[src/rtl/param_reg_file_if.sv]
// Bus bundle for param_reg_file: load/function controls in, two read ports and wrap flags out.
interface param_reg_file_if #(
    parameter int WIDTH    = 8,
    parameter int NUM_REGS = 8,
    parameter int SELW     = 3
);
    logic [WIDTH-1:0]    I;
    logic [1:0]          FunSel;
    logic [NUM_REGS-1:0] RSel;
    logic [SELW-1:0]     O1Sel;
    logic [SELW-1:0]     O2Sel;
    logic [WIDTH-1:0]    O1;
    logic [WIDTH-1:0]    O2;
    logic [NUM_REGS-1:0] WrapFlag;
    logic                AnyWrap;

    modport master (
        output I, FunSel, RSel, O1Sel, O2Sel,
        input  O1, O2, WrapFlag, AnyWrap
    );

    modport slave (
        input  I, FunSel, RSel, O1Sel, O2Sel,
        output O1, O2, WrapFlag, AnyWrap
    );
endinterface

[src/rtl/param_reg_file.sv]
// Parametrised register file: mask-selected clear/load/dec/inc, two registered read ports,
// optional saturation and write-through bypass, sticky per-register wrap flags.
module param_reg_file #(
    parameter int              WIDTH     = 8,
    parameter int              NUM_REGS  = 8,
    parameter int              SELW      = 3,
    parameter int              SAT       = 0,
    parameter int              BYPASS    = 0,
    parameter logic [WIDTH-1:0] RESET_VAL = '0
) (
    input logic              clk,
    input logic              rst_n,
    param_reg_file_if.slave  bus
);

    localparam logic [WIDTH-1:0] ALL_ONES = '1;
    localparam logic [WIDTH-1:0] ZERO     = '0;
    localparam logic [WIDTH-1:0] ONE      = WIDTH'(1);
    // Value produced when a dec underflows or an inc overflows.
    localparam logic [WIDTH-1:0] DEC_EDGE = (SAT != 0) ? ZERO : ALL_ONES;
    localparam logic [WIDTH-1:0] INC_EDGE = (SAT != 0) ? ALL_ONES : ZERO;

    logic [WIDTH-1:0]    regs_q [NUM_REGS];
    logic [WIDTH-1:0]    regs_d [NUM_REGS];
    logic [NUM_REGS-1:0] wrap_q;
    logic [NUM_REGS-1:0] wrap_d;
    logic [WIDTH-1:0]    o1_q;
    logic [WIDTH-1:0]    o1_d;
    logic [WIDTH-1:0]    o2_q;
    logic [WIDTH-1:0]    o2_d;
    logic                any_q;

    always_comb begin
        for (int k = 0; k < NUM_REGS; k++) begin
            regs_d[k] = regs_q[k];
            wrap_d[k] = wrap_q[k];
            if (bus.RSel[k]) begin
                case (bus.FunSel)
                    2'b00: begin
                        regs_d[k] = ZERO;
                        wrap_d[k] = 1'b0;
                    end
                    2'b01: begin
                        regs_d[k] = bus.I;
                        wrap_d[k] = 1'b0;
                    end
                    2'b10: begin
                        if (regs_q[k] == ZERO) begin
                            regs_d[k] = DEC_EDGE;
                            wrap_d[k] = 1'b1;
                        end else begin
                            regs_d[k] = regs_q[k] - ONE;
                        end
                    end
                    default: begin
                        if (regs_q[k] == ALL_ONES) begin
                            regs_d[k] = INC_EDGE;
                            wrap_d[k] = 1'b1;
                        end else begin
                            regs_d[k] = regs_q[k] + ONE;
                        end
                    end
                endcase
            end
        end
    end

    // Out-of-range selects match no register and leave the port at zero.
    always_comb begin
        o1_d = ZERO;
        o2_d = ZERO;
        for (int k = 0; k < NUM_REGS; k++) begin
            if (bus.O1Sel == SELW'(k)) begin
                o1_d = (BYPASS != 0) ? regs_d[k] : regs_q[k];
            end
            if (bus.O2Sel == SELW'(k)) begin
                o2_d = (BYPASS != 0) ? regs_d[k] : regs_q[k];
            end
        end
    end

    always_ff @(posedge clk or negedge rst_n) begin
        if (!rst_n) begin
            for (int k = 0; k < NUM_REGS; k++) begin
                regs_q[k] <= RESET_VAL;
            end
            wrap_q <= '0;
            o1_q   <= ZERO;
            o2_q   <= ZERO;
            any_q  <= 1'b0;
        end else begin
            for (int k = 0; k < NUM_REGS; k++) begin
                regs_q[k] <= regs_d[k];
            end
            wrap_q <= wrap_d;
            o1_q   <= o1_d;
            o2_q   <= o2_d;
            any_q  <= |wrap_d;
        end
    end

    assign bus.O1       = o1_q;
    assign bus.O2       = o2_q;
    assign bus.WrapFlag = wrap_q;
    assign bus.AnyWrap  = any_q;

endmodule

[src/flat_wrapper.sv]
// flat-port wrapper written by rule: the top's interface ports become plain ports
module param_reg_file_flat 
#(
    parameter int              WIDTH     = 8,
    parameter int              NUM_REGS  = 8,
    parameter int              SELW      = 3,
    parameter int              SAT       = 0,
    parameter int              BYPASS    = 0,
    parameter logic [WIDTH-1:0] RESET_VAL = '0
)
  (clk, rst_n, bus_I, bus_FunSel, bus_RSel, bus_O1Sel, bus_O2Sel, bus_O1, bus_O2, bus_WrapFlag, bus_AnyWrap);
  param_reg_file_if #(.WIDTH(WIDTH), .NUM_REGS(NUM_REGS), .SELW(SELW)) bus_i ();
  input logic clk;
  input logic rst_n;
  input wire logic [$bits(bus_i.I)-1:0] bus_I;
  input wire logic [$bits(bus_i.FunSel)-1:0] bus_FunSel;
  input wire logic [$bits(bus_i.RSel)-1:0] bus_RSel;
  input wire logic [$bits(bus_i.O1Sel)-1:0] bus_O1Sel;
  input wire logic [$bits(bus_i.O2Sel)-1:0] bus_O2Sel;
  output wire logic [$bits(bus_i.O1)-1:0] bus_O1;
  output wire logic [$bits(bus_i.O2)-1:0] bus_O2;
  output wire logic [$bits(bus_i.WrapFlag)-1:0] bus_WrapFlag;
  output wire logic [$bits(bus_i.AnyWrap)-1:0] bus_AnyWrap;
  assign bus_i.I = bus_I;
  assign bus_i.FunSel = bus_FunSel;
  assign bus_i.RSel = bus_RSel;
  assign bus_i.O1Sel = bus_O1Sel;
  assign bus_i.O2Sel = bus_O2Sel;
  assign bus_O1 = bus_i.O1;
  assign bus_O2 = bus_i.O2;
  assign bus_WrapFlag = bus_i.WrapFlag;
  assign bus_AnyWrap = bus_i.AnyWrap;
  param_reg_file #(.WIDTH(WIDTH), .NUM_REGS(NUM_REGS), .SELW(SELW), .SAT(SAT), .BYPASS(BYPASS), .RESET_VAL(RESET_VAL)) u_core (.clk(clk), .rst_n(rst_n), .bus(bus_i));
endmodule
[config.mk]
export PLATFORM = sky130hd
export DESIGN_NAME = param_reg_file_flat
export DESIGN_NICKNAME = d
export VERILOG_FILES = /design/src/rtl/param_reg_file_if.sv /design/src/rtl/param_reg_file.sv /design/src/flat_wrapper.sv
export SDC_FILE = /design/constraint.sdc
export NUM_CORES = 1
export LEC_CHECK = 0
export BUFFER_PORTS_ARGS = -buffer_cell sky130_fd_sc_hd__buf_4
export CAP_MARGIN = 25
export CORE_MARGIN = 1
export CORE_UTILIZATION = 56
export DETAILED_ROUTE_END_ITERATION = 16
export MAX_ROUTING_LAYER = met4
export PLACE_DENSITY_LB_ADDON = 0.12
export SLEW_MARGIN = 20
export SYNTH_ARGS = -nofsm -noshare
export SYNTH_HDL_FRONTEND = slang
export SYNTH_SLANG_ARGS = --single-unit
[constraint.sdc]
create_clock -name clk -period 2.3 [get_ports clk]
set_input_delay 0.345 -clock clk [delete_from_list [all_inputs] [get_ports clk]]
set_output_delay 0.345 -clock clk [all_outputs]
set_load 0.01 [all_outputs]
# After elaboration in Yosys (flattened, before gate mapping)

Cells that the tools add are included.

Word-level logic and storage cells: 137
Bits of input ports: 26
Output and inout port bits: 25
Bits in registers: 89

Muxes and demuxes: 72
Add/sub/neg operators: 16
Reductions and logical operators: 13
Equal/unequal tests: 24

Operators by type and width:

| operator            | count |
|---|---|
| $mux 8              | 32 |
| $pmux 8 s3          | 8 |
| $add 8x1->8 const B | 8 |
| $eq 8x8->1 const B  | 8 |
| $logic_not 8->1     | 8 |
| $sub 8x1->8 const B | 8 |
| $eq 3x3->1 const B  | 8 |
| $mux 1              | 24 |
| $pmux 1 s2          | 8 |
| $eq 3x2->1 const B  | 4 |
| $reduce_or 8->1     | 1 |
| $eq 3x1->1 const B  | 2 |
| $logic_not 3->1     | 2 |
| $eq 2x1->1 const B  | 1 |
| $eq 2x2->1 const B  | 1 |
| $logic_not 2->1     | 1 |
| $reduce_or 2->1     | 1 |

# Logic depth before layout (Yosys ltp)

Gate-level depths: netlist (run 1).

Depth after elaboration: 9
Mapped depth: 9
Depth with buffers taken out: 7

# Worst setup path after synthesis (run 1)

Ideal clock, no wire load.

Path kind: flip-flop to flip-flop
Start point: reg u_core.regs_q[40] in the netlist's numbering
End point: reg u_core.any_q, in the netlist u_core.bus.AnyWrap
Stages on the path, launching flop included: 9
Setup time: 0.138 ns
Path slack: -0.043 ns
Buffers on the path: 1
Arrival: 2.205 ns
Data required time: 2.162 ns
Period minus slack after synthesis: 2.343 ns
Path through: dfrtp_1 > clkbuf_1 > inv_1 > ha_1 > nor4b_1 > a211oi_1 > nor3_1 > or4_1 > or4_1

Longest elaborated chain between the ends: 5
Elaborated cells on any way between the ends: 7
Classes of those cells: eq/ne (1); mux (4); reduce/logical (2)

Ends and longest elaborated chain:

| what                                                 | line                                       | RTL |
|---|---|---|
| start, declared                                      | param_reg_file.sv:23                       | `logic [WIDTH-1:0] regs_q [NUM_REGS];` |
| start signal, assigned by index                      | param_reg_file.sv:93                       | `regs_q[k] <= regs_d[k];` |
| $eq 8x8->1 / $logic_not 8->1 (equally long branches) | param_reg_file.sv:56, param_reg_file.sv:48 |  |
| $mux 1 (on tied branches)                            | param_reg_file.sv:56, param_reg_file.sv:48 |  |
| $pmux 1 s2 *                                         | param_reg_file.sv:38                       | `case (bus.FunSel)` |
| $mux 1 *                                             | param_reg_file.sv:37                       | `if (bus.RSel[k]) begin` |
| via u_core.wrap_d[2]                                 | param_reg_file.sv:26                       | `logic [NUM_REGS-1:0] wrap_d;` |
| $reduce_or 8->1 *                                    | param_reg_file.sv:98                       | `any_q <= \|wrap_d;` |
| end signal, assigned                                 | param_reg_file.sv:98                       |  |
| end, declared                                        | param_reg_file.sv:31                       | `logic any_q;` |

The timed path passes the listed nets; every way through them passes the cells marked *.
A chain may end at the register's enable or synchronous reset.

# Worst setup path after layout (run 1)

Same ends and word-level chain as after synthesis.

==> metrics.md, run 1 <==
| Metric | Value |
|---|---|
| Iter 0 DRT Violations | 1034 |
| Area share of the largest cell type after synthesis | 0.287 |
| Htree depth | 3 |
| IO Pins | 51 |
| Worst IR Drop VDD | 0.488 mV |
| Fraction of layout cells with a size suffix above 1 | 0.187 |
| Post-layout min period | 2290 ps |
| Final ANT Viol Nets | 0 |
| P&R area growth vs syn | 16.6% |
| Antenna violations before repair | 1 |
| Port Buffers | 50 |
| Sequential element share of the synthesized area | 0.287 |
| Crit end category | flop |
| Async SR Flop Fraction | 1.00 |
| Row count | 42 |
| Total gr overflow | 0 |
| Most frequent cells in the layout | buf_4, o21ai_0, nand2_1, dfrtp_1, nor2_1 |
| Synth warn | 0 |
| TritonCTS clock tree | built |
| DR vias/cell | 6.66 |
| Seq cells post-synth | 89 |
| Layout Nets | 1116 |
| Fillers | 1184 |
| Vias in the first global route | 7399 |
| Area of the core | 13400 µm² |
| Status | finished, final reports clean |
| Slew at the pin with the worst max-slew slack | 673 ps |
| Leak | 3.99 nW |
| RSZ-0062 raised after global routing | yes |
| Total power | 0.00648 W |
| GRT Total Usage | 0.397 |
| Min Hold Slack | 20.5 ps |
| Slew Viols, Final | 0 |
| DIE AREA | 14300 µm² |
| Avg Cell Area, Syn | 7.74 µm² |
| Vias | 8306 |
| Reg2reg start | u_core.regs_q[40] |
| Synthesized area | 7760 µm² |
| Reg2Reg Setup Slack | 10 ps |
| Max Buffers Root-to-Sink | 2 |
| Net Count, Synth | 1052 |
| Data arrival, critical path | 2510 ps |
| Setup CP Type | flop to flop |
| Synth Instances | 1002 |
| P per Cell Area | 717 nW/µm² |
| Fin Clk Skew | 5.53 ps |
| Root Driver | clkbuf_16 |
| Die span in y | 120 µm |
| Total CTS buffers | 9 |
| Tcrit/Tclk final | 0.994 |
| Hold Vio Cnt, Final | 0 |
| Worst r2r path cells | 6 |
| EDFF count, synth | 0 |
| Skew-Pair Late Insertion Delay | 350 ps |
| Critical Path RT | 2520 ps |
| Clock sinks | 89 |
| Die width | 120 µm |
| Leading area contributor after synthesis | dfrtp_1 |
| Ranking of synthesized cells by area | dfrtp_1, o21ai_0, mux2i_1 |
| FF+latch area | 2230 µm² |
| Final Cell Area | 9040 µm² |
| Largest net degree at the start of global routing | 48 |
| Initial Util | 0.579 |
| First-pass GRT wire length | 41.9 mm |
| Hold WC Path Type | input port to asynchronous set/reset pin |
| Yosys cell types | 80 |
| Fmax achieved | 437 MHz |
| Drt pass-1 iters | 5 |
| GP Congestion | 0.976 |
| CP Max Fanout | 3 |
| Multi-input gate area | 4910 µm² |
| Routed len/inst | 21.9 µm |
| Max_cap viols | 0 |
| DR DRC count | 0 |
| Number of setup violations in the final report | 0 |
| Hold_buf cts | 0 |
| Top FF cell, synth | dfrtp_1 |
| Clock-pin slew on the worst setup and hold paths | 60 ps |
| WL final | 27.3 mm |
| Post-DP HPWL | 20.1 mm |
| Setup crit start kind | flop |
| Placed inst area | 8700 µm² |
| Most common cell after layout, fill and taps aside | buf_4 |
| R2R Path End | u_core.bus.AnyWrap |
| Relative slew slack | 0.552 |
## where the power goes
part	total (W)	internal (W)	switching, W
clock	0.00153	0.000893	0.000635
combinational	0.00274	0.00121	0.00153
sequential	0.00222	0.00184	0.000380
## synthesized netlist by cell type (11+ instances only)
library cell and number:
a21oi_1 53, a22o_1 37, a22oi_1 20, a31oi_1 21, and3_1 12, buf_2 15, clkbuf_1 73, dfrtp_1 89
ha_1 24, inv_1 43, mux2i_1 37, nand2_1 97, nand3_1 31, nand4_1 11, nor2_1 69, nor2b_1 12
nor3_1 23, o21ai_0 114, o311ai_0 11, or3_1 12, xor2_1 17
## cell families after synthesis
group,after synthesis,share of synthesized area
AO/OA/AOI/OAI,353,0.302
buffers and inverters,149,0.0840
AND/OR/NAND/NOR,323,0.210
flip-flops,89,0.287
XOR/XNOR,27,0.0305
adder cells (fa/ha/maj),24,0.0387
multiplexers,37,0.0478
## worst max-delay path: stages, from the launching register on
cell and delay, ps:
dfrtp_1 420, ha_1 230, and4_1 240, a211oi_2 210, nor3_2 90, or4_4 500, or4_1 470
## routing by layer
metal  part of all wire  global-route usage
met2               0.43               0.572
met4              0.043               0.204
met1               0.43               0.535
met5                  0                   -
met3              0.097              0.0646
## registers in the layout (all words and copies together), names as in the netlist
name                 count
u_core.bus.O1            8
u_core.bus.AnyWrap       1
u_core.bus.WrapFlag      8
u_core.bus.O2            8
u_core.regs_q           64
## worst max-delay path by stage
stage	from	endpoint	slack, ps	cells after the start
global route	u_core.regs_q[41]	u_core.bus.AnyWrap	-30	7
CTS	u_core.regs_q[40]	u_core.bus.AnyWrap	20	6
finish	u_core.regs_q[40]	u_core.bus.AnyWrap	10	6
detailed placement	u_core.regs_q[40]	u_core.bus.AnyWrap	-70	7
global placement	u_core.regs_q[40]	u_core.bus.AnyWrap	30	7
floorplan	u_core.regs_q[16]	u_core.bus.AnyWrap	20	8
## per-stage QoR
stage / setup TNS [ps] / setup slack, ps / std cells / util
2_1_floorplan: 0 / 19.9 / 1002 / -
3_3_place_gp: 0 / 26.8 / 1230 / 0.649
3_5_place_dp: -72.7 / -72.7 / 1230 / 0.649
4_1_cts: 0 / 24.2 / 1246 / 0.674
5_1_grt: -25.2 / -25.2 / 1247 / 0.674
6_report: 0 / 14.0 / 1248 / 0.675
## area by class of cell
type	instances	share of cell area
multi-input cells	764	0.543
flip-flops and latches	89	0.247
clock inverters	3	0.00443
diodes	2	0.000554
repair buffers	159	0.135
inverters	43	0.0179
clock buffers	12	0.0284
well taps	176	0.0244
## repair_timing
item / in CTS / in global routing
pin swaps: 2 / 0
endpoints found under the setup margin: 1 / 2
hold endpoints to repair: 0 / 0
buffers inserted: 1 / 0
resized for setup: 6 / 3
Note: power is estimated with default switching activity, not from simulation.
==> run 2, diff against run 1 <==
CELL_PAD_IN_SITES_DETAIL_PLACEMENT = 1   (was unset)
CELL_PAD_IN_SITES_GLOBAL_PLACEMENT = 2   (was unset)
CORE_UTILIZATION = 33   (was 56)
PLACE_DENSITY = 0.8   (was unset)
PLACE_DENSITY_LB_ADDON = unset   (was 0.12)
==> metrics.md, run 2 (synthesized netlist as in run 1, its figures left out) <==
| Metric | Value |
|---|---|
| IO Pins | 51 (unchanged) |
| Clock sinks | 89 (unchanged) |
| Status | finished with violations |
| First-pass GRT wire length | 49.5 mm (+18%) |
| Drt pass-1 iters | 6 (+1) |
| Data arrival, critical path | 2560 ps (+50 ps) |
| Routed len/inst | 23.0 µm (+5.1%) |
| Crit end category | flop |
| Non-Filler Instances | 1384 (+11%) |
| Worst r2r path cells | 7 (+1) |
| RSZ-0062 raised after global routing | yes |
| WL final | 31.8 mm (+17%) |
| Layout Nets | 1116 (unchanged) |
| Post-DP HPWL | 24.0 mm (+20%) |
| Initial Util | 0.339 (-0.239) |
| Vias | 8229 (-0.93%) |
| Area of the core | 22800 µm² (+70%) |
| Leak | 4.00 nW (+0.24%) |
| Worst setup margin | -16.0 ps (-29.9 ps) |
| Slew Viols, Final | 0 (unchanged) |
| Critical path capture point | u_core.bus.AnyWrap |
| Biggest register | u_core.regs_q |
| Placed Instances | 1368 (+11%) |
| DR vias/cell | 5.95 (-11%) |
| Die width | 155 µm (+30%) |
| Most common cell after layout, fill and taps aside | buf_4 |
| Tcrit/Tclk final | 1.01 (+0.0130) |
| Total CTS buffers | 9 (unchanged) |
| Setup crit start kind | flop |
| Comb pwr share | 0.422 (about the same) |
| Antenna violations before repair | 0 (-1) |
| R2R Path End | u_core.bus.AnyWrap |
| Row count | 55 (+31%) |
| Met2 wire length | 14.9 mm (+26%) |
| Hold Vio Cnt, Final | 0 (unchanged) |
| P&R area growth vs syn | 19.0% |
| Number of setup violations in the final report | 1 (+1) |
| Highest Signal Layer | met4 |
| Reg2reg start | u_core.regs_q[16] |
| Vias in the first global route | 8215 (+11%) |
| Fraction of layout cells with a size suffix above 1 | 0.187 (about the same) |
| Max Buffers Root-to-Sink | 2 (unchanged) |
| Most frequent cells in the layout | buf_4, o21ai_0, nand2_1, dfrtp_1, nor2_1 |
| Post-CTS Repair Setup Buffers | 0 (-1) |
| GP Congestion | 0.904 (-7.4%) |
| Reg2Reg Setup Slack | -20 ps (-30 ps) |
| CP Max Fanout | 4 (+1) |
| Setup CP Type | flop to flop |
| DIE AREA | 24100 µm² (+68%) |
| Antenna Cells | 0 (-2) |
| Met1 Wirelength | 14.4 mm (+24%) |
| Clk network pwr share | 0.239 (+0.003) |
| Net Switching | 0.00271 W (+6.6%) |
| Post-Route Setup TNS | -16.0 ps (-16.0 ps) |
| Max reg flops | 64 (unchanged) |
| Hold WC Path Type | input port to asynchronous set/reset pin |
| Flop pwr share | 0.339 (-0.003) |
| Clock-pin slew on the worst setup and hold paths | 70 ps (about the same) |
| Final ANT Viol Nets | 0 (unchanged) |
| Iter 0 DRT Violations | 563 (-46%) |
| Fmax achieved | 432 MHz (-1.3%) |
| Dpl ws | -49.8 ps (+22.9 ps) |
| Failing checks | negative setup slack |
| Htree depth | 3 (unchanged) |
| Post-layout min period | 2320 ps (+29.9 ps) |
| Max_cap viols | 0 (unchanged) |
| Fillers | 2841 (+140%) |
| P per Cell Area | 715 nW/µm² (-0.20%) |
| Largest net degree at the start of global routing | 44 (-8.3%) |
| Worst IR Drop VDD | 0.304 mV (-38%) |
| GRT Total Usage | 0.278 (-0.119) |
| Pint | 0.00390 W (-1.1%) |
| Root Driver | clkbuf_16 |
| Die span in y | 155 µm (+30%) |
| Slew at the pin with the worst max-slew slack | 796 ps (+123 ps) |
| Critical Path RT | 2540 ps (+20 ps) |
| Fin Clk Skew | 8.70 ps (+3.17 ps) |
| Port Buffers | 50 (unchanged) |
| Crit path launch | u_core.regs_q[16] |
| Relative slew slack | 0.464 (-0.0879) |
| TritonCTS clock tree | built |
| Switching share of total power | 0.410 (+0.0180) |
| Routed wl met3 | 1.64 mm (-38%) |
| DR DRC count | 0 (unchanged) |
| Skew-Pair Late Insertion Delay | 360 ps (about the same) |
| Total gr overflow | 0 (unchanged) |
[run 2: changes by cell type in the layout (fill, tap and decap cells not counted), moves of 2 or more]
cell      previous run  this run
diode_2              2         0
buf_4              157       155
clkbuf_8             2         0
buf_12               2         4
inv_6                0         3
[run 2: layout make-up]
| cell class | instances | area (µm²) | area share |
|---|---|---|---|
| clock buffer | 9 | 225 | 0.0244 |
| tap | 313 | 392 | 0.0424 |
| clock inverter | 7 | 77.6 | 0.00840 |
| multi-input combinational | 764 | 4910 | 0.531 |
| inverter | 43 | 161 | 0.0175 |
| sequential | 89 | 2230 | 0.241 |
| timing repair buffer | 159 | 1240 | 0.135 |
[run 2: critical path, stage by stage, from the launching register on]
cell and delay [ps]:
dfrtp_1 410, inv_1 90, ha_1 230, nor2b_1 140, nand4_1 160, a31oi_2 160, or4_1 530, or4_1 470
[run 2: metal layers]
metal / up-vias / global-route usage
met2: 250 / 0.440
li1: 3800 / -
met1: 4133 / 0.370
met3: 46 / 0.0312
met5: - / -
met4: 0 / 0.0915
[run 2: power by group through the flow]
stage | registers [W] | logic [W] | clock network, W
2_1_floorplan | 0.00204 | 0.00185 | 0
3_3_place_gp | 0.00224 | 0.00269 | 0
3_5_place_dp | 0.00226 | 0.00274 | 0
4_1_cts | 0.00223 | 0.00276 | 0.00161
5_1_grt | 0.00228 | 0.00304 | 0.00168
6_report | 0.00224 | 0.00279 | 0.00158
[run 2: how the worst min path moves through the flow]
stage | from | end | slack, ps | cells after the start
finish | rst_n | u_core.bus.AnyWrap | 10 | 1
CTS | rst_n | u_core.regs_q[9] | 20 | 1
global route | rst_n | u_core.regs_q[15] | 50 | 1
global placement | rst_n | u_core.regs_q[45] | 410 | 1
detailed placement | rst_n | u_core.bus.O2[5] | 410 | 1
floorplan | rst_n | u_core.bus.AnyWrap | 50 | 0
[run 2: per-stage QoR]
stage / util / total power [W] / cell area (µm²) / hold WS (ps)
global route: 0.404 / 0.00699 / 9230 / 46.8
global placement: 0.390 / 0.00493 / 8900 / 408
finish: 0.404 / 0.00661 / 9230 / 12.2
detailed placement: 0.390 / 0.00500 / 8900 / 414
CTS: 0.404 / 0.00660 / 9220 / 22.6
floorplan: - / 0.00389 / 7760 / 49.4
[run 2: repair_timing]
item / in CTS / in global routing
pin swaps: 2 / 0
endpoints found under the hold margin: 0 / 0
hold buffers: 0 / 0
gates resized for setup: 3 / 5
endpoints found under the setup margin: 1 / 5
==> run 3, diff against run 2 <==
--- a/config.mk
+++ b/config.mk
@@ -10,5 +10,5 @@
 export CELL_PAD_IN_SITES_DETAIL_PLACEMENT = 1
 export CELL_PAD_IN_SITES_GLOBAL_PLACEMENT = 2
-export CORE_MARGIN = 1
+export CORE_MARGIN = 8
 export CORE_UTILIZATION = 33
 export DETAILED_ROUTE_END_ITERATION = 16
==> constraint.sdc (replaced) <==
create_clock -name clk -period 2.3 [get_ports clk]
set_input_delay 0.345 -clock clk [delete_from_list [all_inputs] [get_ports clk]]
set_output_delay 0.345 -clock clk [all_outputs]
set_load 0.05 [all_outputs]
==> metrics.md, run 3 (synthesized netlist as in run 1, its figures left out) <==
| Metric | Value |
|---|---|
| Critical path buffers and inverters | 1 (unchanged) |
| Data arrival, critical path | 2470 ps (-90 ps) |
| Fmax achieved | 445 MHz (+3.0%) |
| GRT Total Usage | 0.232 (-0.0457) |
| Vias in the first global route | 8333 (+1.4%) |
| Htree depth | 3 (unchanged) |
| P&R area growth vs syn | 20.0% |
| Critical path capture point | u_core.bus.AnyWrap |
| CP max stage delay | 510 ps (-20 ps) |
| Skew-Pair Late Insertion Delay | 360 ps (about the same) |
| Multi-input gate area | 4910 µm² (+0.15%) |
| First-pass GRT wire length | 50.1 mm (+1.3%) |
| Die span in y | 169 µm (+9.0%) |
| Max Buffers Root-to-Sink | 2 (unchanged) |
| Final ANT Viol Nets | 0 (unchanged) |
| Min Hold Slack | 261 ps (+249 ps) |
| P per Cell Area | 748 nW/µm² (+4.6%) |
| Status | finished, final reports clean |
| Layout Nets | 1122 (+0.54%) |
| Drt pass-1 iters | 5 (-1) |
| Relative slew slack | 0.466 (+0.00268) |
| Fin Clk Skew | 10.8 ps (+2.11 ps) |
| Clock-pin slew on the worst setup and hold paths | 70 ps (about the same) |
| Leak | 4.04 nW (+0.99%) |
| Antenna violations before repair | 2 (+2) |
| GP Congestion | 0.925 (+2.4%) |
| Reg2Reg Setup Slack | 50 ps (+70 ps) |
| Vias | 8263 (+0.41%) |
| Post-layout min period | 2250 ps (-67.3 ps) |
| Initial Util | 0.333 (-0.00606) |
| WL final | 32.3 mm (+1.6%) |
| Setup CP Type | flop to flop |
| Row count | 56 (+1.8%) |
| Root Driver | clkbuf_16 |
| Largest net degree at the start of global routing | 46 (+4.5%) |
| DIE AREA | 28700 µm² (+19%) |
| Total CTS buffers | 9 (unchanged) |
| Worst r2r path cells | 7 (unchanged) |
| CP most frequent cell | or4_1 |
| Reg2reg start | u_core.regs_q[41] |
| Final Cell Area | 9310 µm² (+0.84%) |
| WP depth | 7 (unchanged) |
| DR vias/cell | 5.92 (-0.45%) |
| Clock sinks | 89 (unchanged) |
| Hold Vio Cnt, Final | 0 (unchanged) |
| RSZ-0062 raised after global routing | yes |
| Area of the core | 23300 µm² (+1.8%) |
| Antenna Cells | 0 (unchanged) |
| Placed inst area | 8900 µm² (about the same) |
| End-of-flow core utilization | 0.400 (-0.00388) |
| Most frequent cells in the layout | buf_4, o21ai_0, nand2_1, dfrtp_1, nor2_1 |
| Crit path launch | u_core.regs_q[41] |
| Most common cell after layout, fill and taps aside | buf_4 |
| R2R Path End | u_core.bus.AnyWrap |
| Worst path cell trace | inv_2, ha_4, nor4b_2, a211oi_2, nor3_2, or4_1, or4_1 |
| Iter 0 DRT Violations | 787 (+40%) |
| DR DRC count | 0 (unchanged) |
| Max_cap viols | 0 (unchanged) |
| FF+latch area | 2230 µm² (unchanged) |
| Total gr overflow | 0 (unchanged) |
| Port Buffers | 50 (unchanged) |
| CP Max Fanout | 4 (unchanged) |
| Max reg flops | 64 (unchanged) |
| Fraction of layout cells with a size suffix above 1 | 0.192 (+0.00546) |
| Biggest register | u_core.regs_q |
| Setup crit start kind | flop |
| Slew at the pin with the worst max-slew slack | 792 ps (-3.98 ps) |
| Worst IR Drop VDD | 0.278 mV (-8.5%) |
| Slowest library cell on the worst path | or4_1 |
| Critical Path RT | 2520 ps (-20 ps) |
| TritonCTS clock tree | built |
| IO Pins | 51 (unchanged) |
| Number of setup violations in the final report | 0 (-1) |
| Post-DP HPWL | 24.1 mm (+0.52%) |
| Die width | 169 µm (+9.0%) |
| Fillers | 2842 (+0.035%) |
| Slew Viols, Final | 0 (unchanged) |
| Critical path's top delay family | simple AND/OR/NAND/NOR gates |
| Hold WC Path Type | input port to flop |
| Routed len/inst | 23.1 µm (+0.68%) |
| Tcrit/Tclk final | 0.978 (-0.0293) |
| Crit end category | flop |
[run 3: changes by cell type in the layout (fill, tap and decap cells not counted), sizes merged]
cell	delta
inv	-3
dlygate4sd3	+1
clkbuf	+2
buf	+5
bufinv	+1
[run 3: worst min path at each step]
stage / from / end / slack (ps) / cells after the start
global route: bus_RSel[5] / u_core.regs_q[21] / 250 / 2
floorplan: rst_n / u_core.bus.AnyWrap / 50 / 0
CTS: bus_RSel[5] / u_core.regs_q[21] / 260 / 2
finish: bus_RSel[5] / u_core.regs_q[21] / 260 / 2
global placement: rst_n / u_core.regs_q[33] / 270 / 1
detailed placement: rst_n / u_core.regs_q[23] / 270 / 1
[run 3: stage by stage]
step / setup TNS (ps) / setup slack, ps / cells / total power [W]
after global placement: 0 / 43.8 / 1374 / 0.00513
after floorplan: 0 / 19.9 / 1002 / 0.00407
final: 0 / 51.4 / 1396 / 0.00696
after global routing: -52.5 / -52.5 / 1396 / 0.00735
after detailed placement: -5.33 / -5.33 / 1374 / 0.00521
after CTS: 0 / 18.7 / 1393 / 0.00694
[run 3: cell type report]
cell class	count	area share
flip-flops and latches	89	0.239
clock inverters	5	0.00833
repair buffers	165	0.137
multi-input cells	764	0.528
well taps	319	0.0429
inverters	43	0.0173
clock buffers	11	0.0271
[run 3: per-layer routing]
layer  track usage  part of all wire  wire length, µm  up-vias
met5             -                 0                0        -
met4        0.0900             0.034             1100        0
met3        0.0295             0.047             1510       60
met2         0.374              0.47            15000      203
met1         0.293              0.45            14600     4191
li1              -                 -                -     3809
[run 3: repair_timing]
| item | CTS | global route |
|---|---|---|
| setup endpoints to repair | 1 | 3 |
| pin swaps | 2 | 4 |
| hold buffers | 1 | 0 |
| endpoints found under the hold margin | 18 | 0 |
| gates resized for setup | 4 | 6 |
| buffers inserted | 2 | 3 |
[run 3: power breakdown]
group,switching [W],internal [W]
Combinational,0.00180,0.00124
Clock,0.000694,0.00101
Sequential,0.000383,0.00183
Total,0.00288,0.00409
